**config.mk**
```make
export PLATFORM = sky130hd
export DESIGN_NAME = mem_bus_sequencer
export DESIGN_NICKNAME = d
export VERILOG_FILES = /design/src/rtl/mem_bus_pkg.sv /design/src/rtl/bus_timeout_ctr.sv /design/src/rtl/mem_bus_sequencer.sv
export SDC_FILE = /design/constraint.sdc
export NUM_CORES = 1
export LEC_CHECK = 0
export ABC_AREA = 1
export CORE_AREA = 5 5 72 74
export DETAILED_ROUTE_END_ITERATION = 12
export DIE_AREA = 0 0 77 79
export GPL_TIMING_DRIVEN = 0
export MAX_ROUTING_LAYER = met4
export PLACE_DENSITY = 0.86
export REMOVE_ABC_BUFFERS = 1
export SLEW_MARGIN = 20
export SYNTH_ARGS = -nofsm -noshare
export SYNTH_HDL_FRONTEND = slang
export SYNTH_HIERARCHICAL = 1
export SYNTH_SLANG_ARGS = --single-unit
```
**constraint.sdc**
```tcl
create_clock -name Clk -period 1.39 [get_ports Clk]
set_input_delay 0.2085 -clock Clk [delete_from_list [all_inputs] [get_ports Clk]]
set_output_delay 0.2085 -clock Clk [all_outputs]
set_load 0.02 [all_outputs]
```
**src/rtl/mem_bus_pkg.sv**
```systemverilog
// Shared types and constants for the two-requester memory bus sequencer.
package mem_bus_pkg;

  typedef enum logic [1:0] {
    IDLE   = 2'd0,
    ACCESS = 2'd1,
    RESP   = 2'd2
  } state_e;

  typedef enum logic {
    OWN_IF = 1'b0,
    OWN_D  = 1'b1
  } owner_e;

  localparam logic RW_READ  = 1'b0;
  localparam logic RW_WRITE = 1'b1;

  localparam int unsigned TIMEOUT_CYCLES_DEF = 16;

endpackage

```
**src/rtl/bus_timeout_ctr.sv**
```systemverilog
// Counts ACCESS cycles that end without Ready; present only when BUS_TIMEOUT_EN is defined.
`ifdef BUS_TIMEOUT_EN
module bus_timeout_ctr #(
  parameter int unsigned LIMIT = 16
) (
  input  logic clk,
  input  logic rst_n,
  input  logic clear,
  input  logic enable,
  output logic expired
);

  localparam int unsigned CNT_W = (LIMIT < 2) ? 1 : $clog2(LIMIT);

  logic [CNT_W-1:0] cnt_q, cnt_d;

  always_comb begin
    cnt_d = cnt_q;
    if (clear) begin
      cnt_d = '0;
    end else if (enable) begin
      cnt_d = cnt_q + CNT_W'(1);
    end
  end

  always_ff @(posedge clk or negedge rst_n) begin
    if (!rst_n) begin
      cnt_q <= '0;
    end else begin
      cnt_q <= cnt_d;
    end
  end

  // The current cycle is the last one allowed without Ready.
  assign expired = (cnt_q == CNT_W'(LIMIT - 1));

endmodule
`endif

```
**src/rtl/mem_bus_sequencer.sv**
```systemverilog
// Arbitrates the external memory bus between instruction fetch and data ports.
// Optional access timeout enabled by defining BUS_TIMEOUT_EN.
module mem_bus_sequencer
  import mem_bus_pkg::*;
#(
  parameter int unsigned ADDR_W         = 8,
  parameter int unsigned DATA_W         = 8,
  parameter int unsigned TIMEOUT_CYCLES = TIMEOUT_CYCLES_DEF
) (
  input  logic              Clk,
  input  logic              Rst,
  input  logic              i_IF_Req,
  input  logic [ADDR_W-1:0] i_IF_Addr,
  output logic              o_IF_Ack,
  output logic [DATA_W-1:0] o_IF_RData,
  input  logic              i_D_Req,
  input  logic              i_D_RW,
  input  logic [ADDR_W-1:0] i_D_Addr,
  input  logic [DATA_W-1:0] i_D_WData,
  output logic              o_D_Ack,
  output logic [DATA_W-1:0] o_D_RData,
  output logic              o_Err,
  output logic [ADDR_W-1:0] o_Addres_Bus,
  output logic [DATA_W-1:0] o_DataOut_Bus,
  output logic              o_RW,
  output logic              o_Strobe,
  input  logic [DATA_W-1:0] i_DataIn_Bus,
  input  logic              i_Ready
);

  if (TIMEOUT_CYCLES == 0) begin : g_bad_timeout
    $error("TIMEOUT_CYCLES must be nonzero");
  end

  state_e            state_q, state_d;
  owner_e            owner_q, owner_d;
  owner_e            last_grant_q, last_grant_d;
  logic              if_ack_q, if_ack_d;
  logic              d_ack_q, d_ack_d;
  logic              err_q, err_d;
  logic [DATA_W-1:0] if_rdata_q, if_rdata_d;
  logic [DATA_W-1:0] d_rdata_q, d_rdata_d;
  logic [ADDR_W-1:0] addr_q, addr_d;
  logic [DATA_W-1:0] wdata_q, wdata_d;
  logic              rw_q, rw_d;
  logic              strobe_q, strobe_d;
  logic              timeout_hit;

`ifdef BUS_TIMEOUT_EN
  bus_timeout_ctr #(
    .LIMIT (TIMEOUT_CYCLES)
  ) u_timeout_ctr (
    .clk     (Clk),
    .rst_n   (Rst),
    .clear   (state_q != ACCESS),
    .enable  ((state_q == ACCESS) && !i_Ready),
    .expired (timeout_hit)
  );
`else
  assign timeout_hit = 1'b0;
`endif

  // Next state and next registered outputs; bus is zero unless in ACCESS.
  always_comb begin
    state_d      = state_q;
    owner_d      = owner_q;
    last_grant_d = last_grant_q;
    if_ack_d     = 1'b0;
    d_ack_d      = 1'b0;
    err_d        = 1'b0;
    if_rdata_d   = if_rdata_q;
    d_rdata_d    = d_rdata_q;
    addr_d       = '0;
    wdata_d      = '0;
    rw_d         = RW_READ;
    strobe_d     = 1'b0;

    unique case (state_q)
      IDLE: begin
        if (i_IF_Req || i_D_Req) begin
          if (i_IF_Req && i_D_Req) begin
            owner_d = (last_grant_q == OWN_IF) ? OWN_D : OWN_IF;
          end else begin
            owner_d = i_D_Req ? OWN_D : OWN_IF;
          end
          state_d  = ACCESS;
          strobe_d = 1'b1;
          if (owner_d == OWN_D) begin
            addr_d  = i_D_Addr;
            rw_d    = i_D_RW;
            wdata_d = (i_D_RW == RW_WRITE) ? i_D_WData : '0;
          end else begin
            addr_d  = i_IF_Addr;
          end
        end
      end
      ACCESS: begin
        if (i_Ready || timeout_hit) begin
          state_d      = RESP;
          last_grant_d = owner_q;
          err_d        = !i_Ready;
          if (owner_q == OWN_IF) begin
            if_ack_d   = 1'b1;
            if_rdata_d = i_Ready ? i_DataIn_Bus : '1;
          end else begin
            d_ack_d = 1'b1;
            if (!i_Ready) begin
              d_rdata_d = '1;
            end else if (rw_q == RW_READ) begin
              d_rdata_d = i_DataIn_Bus;
            end
          end
        end else begin
          strobe_d = 1'b1;
          addr_d   = addr_q;
          wdata_d  = wdata_q;
          rw_d     = rw_q;
        end
      end
      RESP:    state_d = IDLE;
      default: state_d = IDLE;
    endcase
  end

  always_ff @(posedge Clk or negedge Rst) begin
    if (!Rst) begin
      state_q      <= IDLE;
      owner_q      <= OWN_IF;
      last_grant_q <= OWN_IF;
      if_ack_q     <= 1'b0;
      d_ack_q      <= 1'b0;
      err_q        <= 1'b0;
      if_rdata_q   <= '0;
      d_rdata_q    <= '0;
      addr_q       <= '0;
      wdata_q      <= '0;
      rw_q         <= RW_READ;
      strobe_q     <= 1'b0;
    end else begin
      state_q      <= state_d;
      owner_q      <= owner_d;
      last_grant_q <= last_grant_d;
      if_ack_q     <= if_ack_d;
      d_ack_q      <= d_ack_d;
      err_q        <= err_d;
      if_rdata_q   <= if_rdata_d;
      d_rdata_q    <= d_rdata_d;
      addr_q       <= addr_d;
      wdata_q      <= wdata_d;
      rw_q         <= rw_d;
      strobe_q     <= strobe_d;
    end
  end

  assign o_IF_Ack      = if_ack_q;
  assign o_IF_RData    = if_rdata_q;
  assign o_D_Ack       = d_ack_q;
  assign o_D_RData     = d_rdata_q;
  assign o_Err         = err_q;
  assign o_Addres_Bus  = addr_q;
  assign o_DataOut_Bus = wdata_q;
  assign o_RW          = rw_q;
  assign o_Strobe      = strobe_q;

endmodule

```
# After elaboration in Yosys (flattened, before gate mapping)
# Index checks and enable logic that the tools add are counted.
[totals] regBits=41 in_bits=38 out_inout_bits=37
[classes] eq_ne=3 n_mux=31 bitwise=2 reduce_logical=9
[op_table] op="two-way mux 8 bit" n=6
[op_table] op="case mux 8 bit (2 select lines)" n=2
[op_table] op="two-way mux 1 bit" n=18
[op_table] op="AND reduction 2 bit" n=3
[op_table] op="two-way mux 2 bit" n=2
[op_table] op="inequality test 2 bit (second input constant)" n=2
[op_table] op="case mux 1 bit (2 select lines)" n=2
[op_table] op="case mux 2 bit (2 select lines)" n=1
[op_table] op="AND reduction 4 bit" n=1
[op_table] op="AND reduction 3 bit" n=1
[op_table] op="== test 2 x 1 -> 1 bit (second input constant)" n=1
[op_table] op="logical NOT 2 bit" n=1
[op_table] op="NOT 1 bit" n=2
[op_table] op="logical AND 1 bit" n=1
[op_table] op="logical NOT 1 bit" n=1
[op_table] op="logical OR 1 bit" n=1

# Longest topological paths before layout
[logic_depth] ltp_word=7 mapped_depth=6 depth_no_buf=6

# Worst setup path before layout
# OpenSTA, ideal clock, no wires.
[synth_timing] path_type="reg2reg" start="register state_q[1]" end="register d_rdata_q[0] (netlist: o_D_RData[0])" setup_ps=118 arrival_time_ps=930 setup_slack_ps=342 path_stages_with_launch=7 n_path_buf=0 synth_period_minus_slack_ps=1048 cell_sequence="dfrtp_1 -> inv_1 -> nand2_4 -> inv_1 -> nand3_1 -> nand2_1 -> nand2_1"
[synth_via] elab_chain_len=2
[synth_lines] item="from (decl)" line_no="mem_bus_sequencer.sv:35" text="state_e state_q, state_d;"
[synth_lines] item="from (signal assigned)" line_no="mem_bus_sequencer.sv:140" text="state_q <= state_d;"
[synth_lines] item="== test 2 x 1 -> 1 bit" line_no="mem_bus_sequencer.sv:78" text="unique case (state_q)"
[synth_lines] item="AND reduction 4 bit (no line)"
[synth_lines] item="to (signal assigned)" line_no="mem_bus_sequencer.sv:147" text="d_rdata_q <= d_rdata_d;"
[synth_lines] item="to (decl)" line_no="mem_bus_sequencer.sv:42" text="logic [DATA_W-1:0] d_rdata_q, d_rdata_d;"
# No other way between the ends.
# A chain may end at the register's enable or synchronous reset.

# Worst setup path in the final report
[layout_timing] start="input port i_Ready" end="register if_rdata_q[6] (netlist: o_IF_RData[6])"
[layout_via] elab_chain_len=1
[layout_lines] item="from (decl)" line_no="mem_bus_sequencer.sv:28" text="input logic i_Ready"
[layout_lines] item="AND reduction 3 bit (no line)"
[layout_lines] item="to (signal assigned)" line_no="mem_bus_sequencer.sv:146" text="if_rdata_q <= if_rdata_d;"
[layout_lines] item="to (decl)" line_no="mem_bus_sequencer.sv:41" text="logic [DATA_W-1:0] if_rdata_q, if_rdata_d;"
# No other way between the ends.

==> summary.md <==
| Metric | Value |
|---|---|
| Run status | `finished clean` |
| Tot GR Track Use | `16.59%` |
| Count of final hold-check violations | `0` |
| Drt wl/cell | `13.00 µm` |
| Ports | `75` |
| Hold_ws | `389.8 ps` |
| Post-DP HPWL | `3397 µm` |
| H-tree depth | `2` |
| Drt first pass iters | `6` |
| Worst hold-check path type | `in2async` |
| Fillers | `426` |
| Share of post-route cells with drive strength above 1 | `6.931%` |
| Die area | `6083 µm²` |
| Met3 Usage GRT | `4.422%` |
| Synth Area in XOR/XNOR | `0%` |
| Synth Area in Compound Gates | `1.245%` |
| GPL Wtd Cong | `0.8182` |
| Most Crowded Layer GR | `met2` |
| Initial antenna violation count | `0` |
| Slowest stage delay, CP | `630 ps` |
| Vias per cell | `4.532` |
| Antenna cells | `0` |
| RSZ-0062 raised after global routing | `false` |
| Area leader, netlist | `dfrtp_1` |
| Die W | `77 µm` |
| Critical Path Sink | `o_IF_RData[6]` |
| Max Cap Viol | `0` |
| Drt first-iter violations | `40` |
| Worst Reg-to-Reg Cells | `5` |
| Num CTS Buffers | `5` |
| Syn_area_per_cell | `8.041 µm²` |
| Power Density | `1801 nW/µm²` |
| Worst setup EP type | `register` |
| CTS tree | `built` |
| Vias post-DR | `1618` |
| Row cnt | `25` |
| Port-buffer cells | `73` |
| R2r startpoint | `state_q[1]` |
| Final Worst Setup Slack | `136.7 ps` |
| DRC Markers | `0` |
| Starting Density | `39.89%` |
| CTS sink cnt | `40` |
| Simple-Gate Fraction of Synth Area | `35.55%` |
| Critical path class | `in2reg` |
| Library cells used by synthesis | `19` |
| Cell mode on critical path | `nand2_1` |
| DP Worst Slack | `-350.6 ps` |
| WP data arrival | `1430 ps` |
| ANT nets after route | `0` |
| Leak | `0.001544 µW` |
| Setup TNS | `0 ps` |
| Max Freq | `0.7979 GHz` |
| Critical Path Source | `i_Ready` |
| Tmin final | `1253 ps` |
| Area growth, synth to finish | `48.41%` |
| Fin nets | `340` |
| CP Cell Sequence | `clkdlybuf4s50_1, inv_2, nor2_8, nand2_4, nand2_1, nand2_1` |
| Final setup fails | `0` |
| Slew Viols, Final | `0` |
| Worst reg-to-reg setup slack | `180 ps` |
| Die Height | `79 µm` |
| Ranking of synthesized cells by area | `dfrtp_1 (55%), nand2_1 (22%), nand3_1 (7.5%)` |
| Sequential area share after synthesis | `55.33%` |
| VDD IR-drop max | `0.7985 mV` |
| Synthesized area | `1809 µm²` |
| Vias in the first global route | `1686` |
| Synth top area share | `55.33%` |
| CP Data Required Time | `1570 ps` |
| Placeable Area | `4536 µm²` |
| Synth Warn # | `6` |
| Post-Synthesis Cells | `225` |
| First-pass GRT wire length | `7803 µm` |
| Clk_skew | `11.62 ps` |
| Worst-path clk slew | `90 ps` |
| Setup crit start kind | `primary input` |
| Clock buffer depth | `2` |
| Worst-skew pair later-pin latency | `300 ps` |
| Overflow after GRT | `0` |
| CTS root buf | `clkbuf_8` |
| Most frequent cells in the layout | `nand2_1 (104), dfrtp_1 (40), dlygate4sd2_1 (36)` |
| FF+latch count, synth | `40` |
| Commonest non-fill, non-tap cell in the layout | `nand2_1` |
| Max stage delay cell, worst path | `clkdlybuf4s50_1` |
| Placed Cells | `348` |
| Final Non-Filler Cells | `357` |
| Worst Path Max Fanout | `10` |
| Postcts setup bufs | `0` |
| Final wirelength | `4642 µm` |
| Synth Area in Adders | `0%` |
| Final worst-path cycle share | `90.17%` |
| GR Util met1 | `17.71%` |
| Largest net degree at the start of global routing | `23` |
| Largest family of logic cells by synthesized area | `simple AND/OR/NAND/NOR gates` |
| Portion of netlist area occupied by mux cells | `0%` |
| RR Endpoint | `o_Addres_Bus[4]` |
| Power Total | `4837 µW` |
| Met2 usage | `29.03%` |
-- Yosys cell counts --
master    number
buf_1          1
nor2_1         9
nor2_8         1
o21ai_0        1
o22ai_1        2
nand2_1      104
inv_2          2
nor2_2         1
nand2_2        2
clkinv_1       1
nand2_4        2
nor2_4         2
conb_1         1
nand3_1       27
inv_1         24
dfrtp_1       40
o21ai_1        1
buf_4          3
buf_6          1
-- how the worst min path moves through the flow --
stage / slack [ps] / to / depth (start not counted) / startpoint
after CTS: 400 / o_IF_Ack / 2 / Rst
after global routing: 440 / o_IF_Ack / 2 / Rst
final: 390 / o_IF_Ack / 2 / Rst
after global placement: 450 / o_IF_RData[4] / 2 / o_IF_RData[4]
after detailed placement: 180 / o_IF_Ack / 1 / Rst
after floorplan: -90 / last_grant_q / 0 / Rst
-- state kept, by name, summed over array words and instances, names as in the netlist, 2 cells and up --
register,cells
o_Addres_Bus,8
o_D_RData,8
o_DataOut_Bus,8
o_IF_RData,8
state_q,2
-- logic make-up after synthesis --
| logic type | after synthesis |
|---|---|
| DFF | 40 |
| and+or+nand+nor | 148 |
| other | 1 |
| AOI/OAI and AO/OA | 4 |
| buffers and inverters | 32 |
-- power by group --
| group | switching, µW | internal, µW | leakage [µW] |
|---|---|---|---|
| logic | 1350 | 723 | 0.000971 |
| registers | 217 | 1580 | 0.000518 |
| clock network | 427 | 541 | 0.0000548 |
| total | 1990 | 2840 | 0.00154 |
-- worst max-delay path: cells and delay by family --
family	cells	cell delay [ps]
buffers and inverters	2	750
and+or+nand+nor	4	470
-- layout make-up --
type                            instances  area, µm²  area share, %
Sequential cell                        40       1001          37.28
Inverter                               27      101.3          3.774
Clock inverter                          3      46.29          1.724
Clock buffer                            5      68.82          2.563
Tap cell                               54      67.56          2.516
Timing Repair Buffer                   75      720.7          26.84
Multi-Input combinational cell        153      679.4          25.30
-- stage by stage --
step	cell area [µm²]	utilization, %
after floorplan	1772	-
after global placement	2570	56.66
after detailed placement	2592	57.16
after CTS	2678	59.03
after global routing	2685	59.20
final	2685	59.20
-- routing by layer --
| layer | up-vias | share of wire (%) |
|---|---|---|
| met3 | 10 | 5.8 |
| met2 | 43 | 52 |
| met5 | - | 0 |
| met4 | 0 | 2.6 |
| met1 | 728 | 40 |
| li1 | 837 | - |
-- repair_timing --
item,4_1_cts,5_1_grt
gates cloned,0,0
setup endpoints to repair,44,19
hold endpoints to repair,18,0
resized for setup,37,2
hold buffers,1,0
Power figures use the tool's default switching activity.
==> variant 1 (same settings) <==
Change the parameter `DATA_W` from 8 to 9.
--- a/src/rtl/mem_bus_sequencer.sv
+++ b/src/rtl/mem_bus_sequencer.sv
@@ -5,5 +5,5 @@
 #(
   parameter int unsigned ADDR_W         = 8,
-  parameter int unsigned DATA_W         = 8,
+  parameter int unsigned DATA_W         = 9,
   parameter int unsigned TIMEOUT_CYCLES = TIMEOUT_CYCLES_DEF
 ) (
Ports: changed (5 resized); port bits go from 75 to 80. No check against the original RTL was run, so the function may have changed too.
==> variant 1 against the original RTL <==
  * Combinational power is 5% higher
  * Wire length up 3.6%
  * Final cell count rose by 5.0%
  * Design area rose by 5.4%
  * Area after synthesis grew 8.3%
  * Worst setup slack worse by 0.012 ns
  * Power rose by 3.7%
  * Sequential cell count is 3 higher
  * Sequential share of layout area is 0.74 points higher
==> variant 1: results (changes against the original RTL) <==
Power and ir drop
  • Static power due to leakage: 1.633 nW (was 1.544 nW)
  • Largest voltage drop on the vdd net: 686.0 uV (was 798.5 uV)

Worst setup path
  • Category of cells accounting for the largest share of critical-path delay: simple AND/OR/NAND/NOR gates (was buffers and inverters)
  • Max stage delay cell, worst path: dfrtp_1 (was clkdlybuf4s50_1)
  • Capture point of the worst reg-to-reg path: o_IF_RData[2] (was o_Addres_Bus[4])
  • Slowest stage delay, CP: 0.38 ns (was 0.63 ns)
  • CP Data Arrival Time: 1.45 ns (was 1.43 ns)
  • Setup slack on the worst flop-to-flop path: 0.12 ns (was 0.18 ns)
  • Worst Path Max Fanout: 11 (was 10)
  • Worst r2r path cells: 6 (was 5)
  • Buffers and inverters on the worst path: 1 (was 2)

Yosys
  • Most instantiated cells after synthesis: nand2_1, dfrtp_1, nand3_1 (unchanged)
  • Synth Area per Inst: 8.097 um^2 (was 8.041 um^2)
  • Share of the yosys chip area belonging to registers: 54.92% (was 55.33%)
  • Synth Warn #: 6 (unchanged)
  • Top_reg_cell synth: dfrtp_1 (unchanged)
  • Most area-consuming cells after synthesis: dfrtp_1, nand2_1, nand3_1, inv_1, buf_6 (was dfrtp_1, nand2_1, nand3_1, inv_1, nor2_1)
  • Count of cell types in the netlist: 18 (was 19)

GRT
  • Global-route wire length before repair: 8.128 mm (was 7.803 mm)
  • Number of global-route vias before repair: 1654 (was 1686)
  • GRT Resource Usage Total: 16.94% (was 16.59%)
  • Initial antenna violation count: 0 (unchanged)
  • Pin count of the biggest net entering global routing: 24 (was 23)

Route
  • Via/cell ratio: 4.509 (was 4.532)
  • TritonRoute pass-1 iters: 4 (was 6)
  • Detail-routed net length per standard cell: 12.83 um (was 13.00 um)
  • Initial drt markers: 74 (was 40)

Timing
  • Skew final: 0.007723 ns (was 0.01162 ns)
  • Worst hold-check slack: 0.3549 ns (was 0.3898 ns)

Placed design
  • # port buffers: 78 (was 73)
  • Routability Congestion: 0.8049 (was 0.8182)
  • Cell total after placement: 367 (was 348)
  • DPL Wire Length: 3.721 mm (was 3.397 mm)

Finish
  • Number of inserted filler cells in the final layout: 400 (was 426)
  • Final non-filler cell total: 375 (was 357)
  • Nets: 361 (was 340)
  • Fraction of final layout cells with drive strength greater than 1: 6.542% (was 6.931%)

Run status
  • Outcome: completed (unchanged)

Clock network
  • CTS H-tree depth: 2 (unchanged)
  • Post-CTS setup-driven buffer insertion count: 0 (unchanged)
  • Root Driver: clkbuf_8 (unchanged)

Min path
  • Worst Hold Class: primary input to flop (was primary input to async pin)
variant 1: changes by cell type after synthesis, sizes merged:
cell / delta
nand2: +9
buf: +3
dfrtp: +3
clkinv: -1
inv: +1
nand3: +1
nor2: +1
variant 1: layout make-up:
| class | count | area [um^2] | share of cell area, % |
|---|---|---|---|
| Clock buffer | 6 | 72.57 | 2.564 |
| Clock inverter | 1 | 30.03 | 1.061 |
| Inverter | 27 | 101.3 | 3.581 |
| Multi-Input combinational cell | 164 | 713.2 | 25.20 |
| Sequential cell | 43 | 1076 | 38.02 |
| Tap cell | 54 | 67.56 | 2.387 |
| Timing Repair Buffer | 80 | 769.5 | 27.19 |
variant 1: repair_timing:
action,CTS,global route
hold buffers,1,0
endpoints found under the setup margin,39,14
resized for setup,39,2
hold endpoints to repair,22,0
variant 1: stage by stage:
step                worst slack, ns  cell area (um^2)
floorplan                    0.3037              1891
global placement            -0.9720              2739
detailed placement          -0.2497              2761
CTS                         0.05616              2825
global route              -0.002332              2830
finish                       0.1242              2830
variant 1: cell families after synthesis:
logic type,after synthesis,share of synthesized area (%)
AND/OR/NAND/NOR,159,35.06
AO/OA/AOI/OAI,4,1.149
buffers and inverters,35,8.684
other,1,0.1914
flip-flops,43,54.92
variant 1: how the worst max path moves through the flow:
stage	from	to	slack, ns	cells past startpoint
2_1_floorplan	state_q[1]	o_IF_RData[0]	0.30	6
3_3_place_gp	Rst	o_Addres_Bus[7]	-0.97	1
3_5_place_dp	i_Ready	o_IF_RData[2]	-0.25	6
4_1_cts	i_D_Req	o_Addres_Bus[5]	0.06	5
5_1_grt	state_q[1]	o_IF_RData[2]	-0.002	6
6_report	state_q[1]	o_IF_RData[2]	0.12	6
variant 1: where the power goes:
group	internal, mW	switching (mW)	leakage (nW)
logic	0.759	1.41	1.02
registers	1.70	0.226	0.557
clock network	0.527	0.398	0.0513
total	2.98	2.03	1.63
variant 1: worst register-to-register path: cells and delay by family, from the launching register on:
kind,cells,cell delay (ns)
buf+inv,1,0.08
simple gates,5,0.71
flops,1,0.38
variant 1: metal layers:
metal | GRT usage [%] | vias to the layer above | routed length [um]
met5 | - | - | 0
met4 | 4.983 | 0 | 78
met3 | 3.968 | 7 | 259
met2 | 27.08 | 42 | 2467
met1 | 21.65 | 753 | 2005
li1 | - | 889 | -
==> variant 2 (config.mk and constraints unchanged) <==
Made on the original files. Encoding of `state_e`: now one-hot (3 bits for 3 states).
--- a/src/rtl/mem_bus_pkg.sv
+++ b/src/rtl/mem_bus_pkg.sv
@@ -2,8 +2,8 @@
 package mem_bus_pkg;
 
-  typedef enum logic [1:0] {
-    IDLE   = 2'd0,
-    ACCESS = 2'd1,
-    RESP   = 2'd2
+  typedef enum logic [2:0] {
+    IDLE   = 3'b001,
+    ACCESS = 3'b010,
+    RESP   = 3'b100
   } state_e;
 
Formal check against the unedited RTL: no difference found for any inputs over 10 cycles, from zero or initial values and one cycle with Rst low; not proved beyond that.
==> variant 2 against the original RTL <==
  * Worst setup slack lost 0.047 ns
  * First-iteration DRC count is 150% higher
  * Sequential share of layout area up 1.3 points
  * Design area shrank 0.65%
  * Area after synthesis decreased by 0.90%
  * Sequential cell count is 1 higher
  * Largest cell class unchanged
  * Register-to-register slack got worse by 0.06 ns
  * Power decreased by 2.6%
  * Critical path type is now flop to primary output
  * Wire length down 5.1%
==> variant 2: results (changes against the original RTL) <==
Finish
  • Nets: 314 (was 340)
  • Number of inserted filler cells in the final layout: 417 (was 426)
  • Count of multi-input combinational gates: 147 (was 153)
  • Clock buffer count in the final layout: 6 (was 5)
  • Relative area of non-clock buffer cells in the final design: 27.02% (was 26.84%)
  • Flip-flop and latch share of the layout cell area: 38.56% (was 37.28%)
  • Area of combinational cells with multiple inputs: 700.7 um^2 (was 679.4 um^2)
  • Final non-filler cell total: 331 (was 357)
  • Inverter count of the layout excluding clock inverters: 6 (was 27)
  • Fraction of final layout cells with drive strength greater than 1: 10.47% (was 6.931%)

Clock network
  • Clock sinks: 41 (was 40)
  • Cells resized by post-CTS repair: 36 (was 37)

Worst setup path
  • Setup slack on the worst flop-to-flop path: 0.12 ns (was 0.18 ns)
  • Worst Path Max Fanout: 3 (was 10)
  • Max stage delay cell, worst path: dfrtp_2 (was clkdlybuf4s50_1)
  • R2R Path Start: state_q[0] (was state_q[1])
  • Worst r2r path cells: 7 (was 5)
  • Slowest stage delay, CP: 0.46 ns (was 0.63 ns)
  • Capture point of the worst reg-to-reg path: o_IF_RData[6] (was o_Addres_Bus[4])
  • Category of cells accounting for the largest share of critical-path delay: flip-flops (was buffers and inverters)
  • CP Data Arrival Time: 1.09 ns (was 1.43 ns)

Run status
  • Outcome: completed (unchanged)

Placed design
  • DPL Wire Length: 3.247 mm (was 3.397 mm)
  • Cell total after placement: 322 (was 348)
  • Worst setup slack after placement: -0.3096 ns (was -0.3506 ns)
  • Placed Instance Area: 2571 um^2 (was 2592 um^2)
  • Routability Congestion: 0.8898 (was 0.8182)

Yosys
  • Most area-consuming cells after synthesis: dfrtp_1, nand2_1, nand3_1, nor2_4, nand4_1 (was dfrtp_1, nand2_1, nand3_1, inv_1, nor2_1)
  • Most instantiated cells after synthesis: nand2_1, dfrtp_1, nand3_1 (unchanged)
  • Share of the yosys chip area belonging to registers: 57.29% (was 55.33%)
  • Synthesized instance count: 200 (was 225)

Power and ir drop
  • Power density normalized to cell area: 1766 nW/um^2 (was 1801 nW/um^2)
  • Static power due to leakage: 1.462 nW (was 1.544 nW)
  • Largest voltage drop on the vdd net: 956.5 uV (was 798.5 uV)

GRT
  • Number of global-route vias before repair: 1519 (was 1686)
  • Global-route wire length before repair: 7.300 mm (was 7.803 mm)
  • Pin count of the biggest net entering global routing: 24 (was 23)

Route
  • DR vias: 1584 (was 1618)
  • Initial drt markers: 98 (was 40)
  • Detail-routed net length per standard cell: 13.31 um (was 13.00 um)

Timing
  • Worst hold-check slack: 0.3969 ns (was 0.3898 ns)
  • Skew final: 0.002819 ns (was 0.01162 ns)
[variant 2: how the worst max path moves through the flow]
stage,endpoint,startpoint,cells after the start
6_report,o_RW,o_RW,1
5_1_grt,o_IF_RData[6],state_q[0],7
4_1_cts,o_DataOut_Bus[0],i_D_Req,5
3_5_place_dp,o_DataOut_Bus[0],i_D_Req,5
3_3_place_gp,o_DataOut_Bus[1],Rst,1
2_1_floorplan,o_D_RData[0],state_q[0],6
[variant 2: metal layers]
layer	up-vias	GRT usage (%)	wire (um)
met5	-	-	0
met1	716	19.75	1892
met4	0	4.639	48
li1	787	-	-
met2	76	23.17	2008
met3	5	6.689	455
[variant 2: cells by family after synthesis]
family / synth area share [%]
buf+inv: 4.047
compound gates: 1.395
flops: 57.29
other cells: 0.2092
simple gates: 37.05
[variant 2: power by group]
part	internal [mW]	switching [mW]	leakage, nW
clock	0.584	0.418	0.0574
sequential	1.60	0.275	0.534
combinational	0.689	1.15	0.871
total	2.87	1.84	1.46
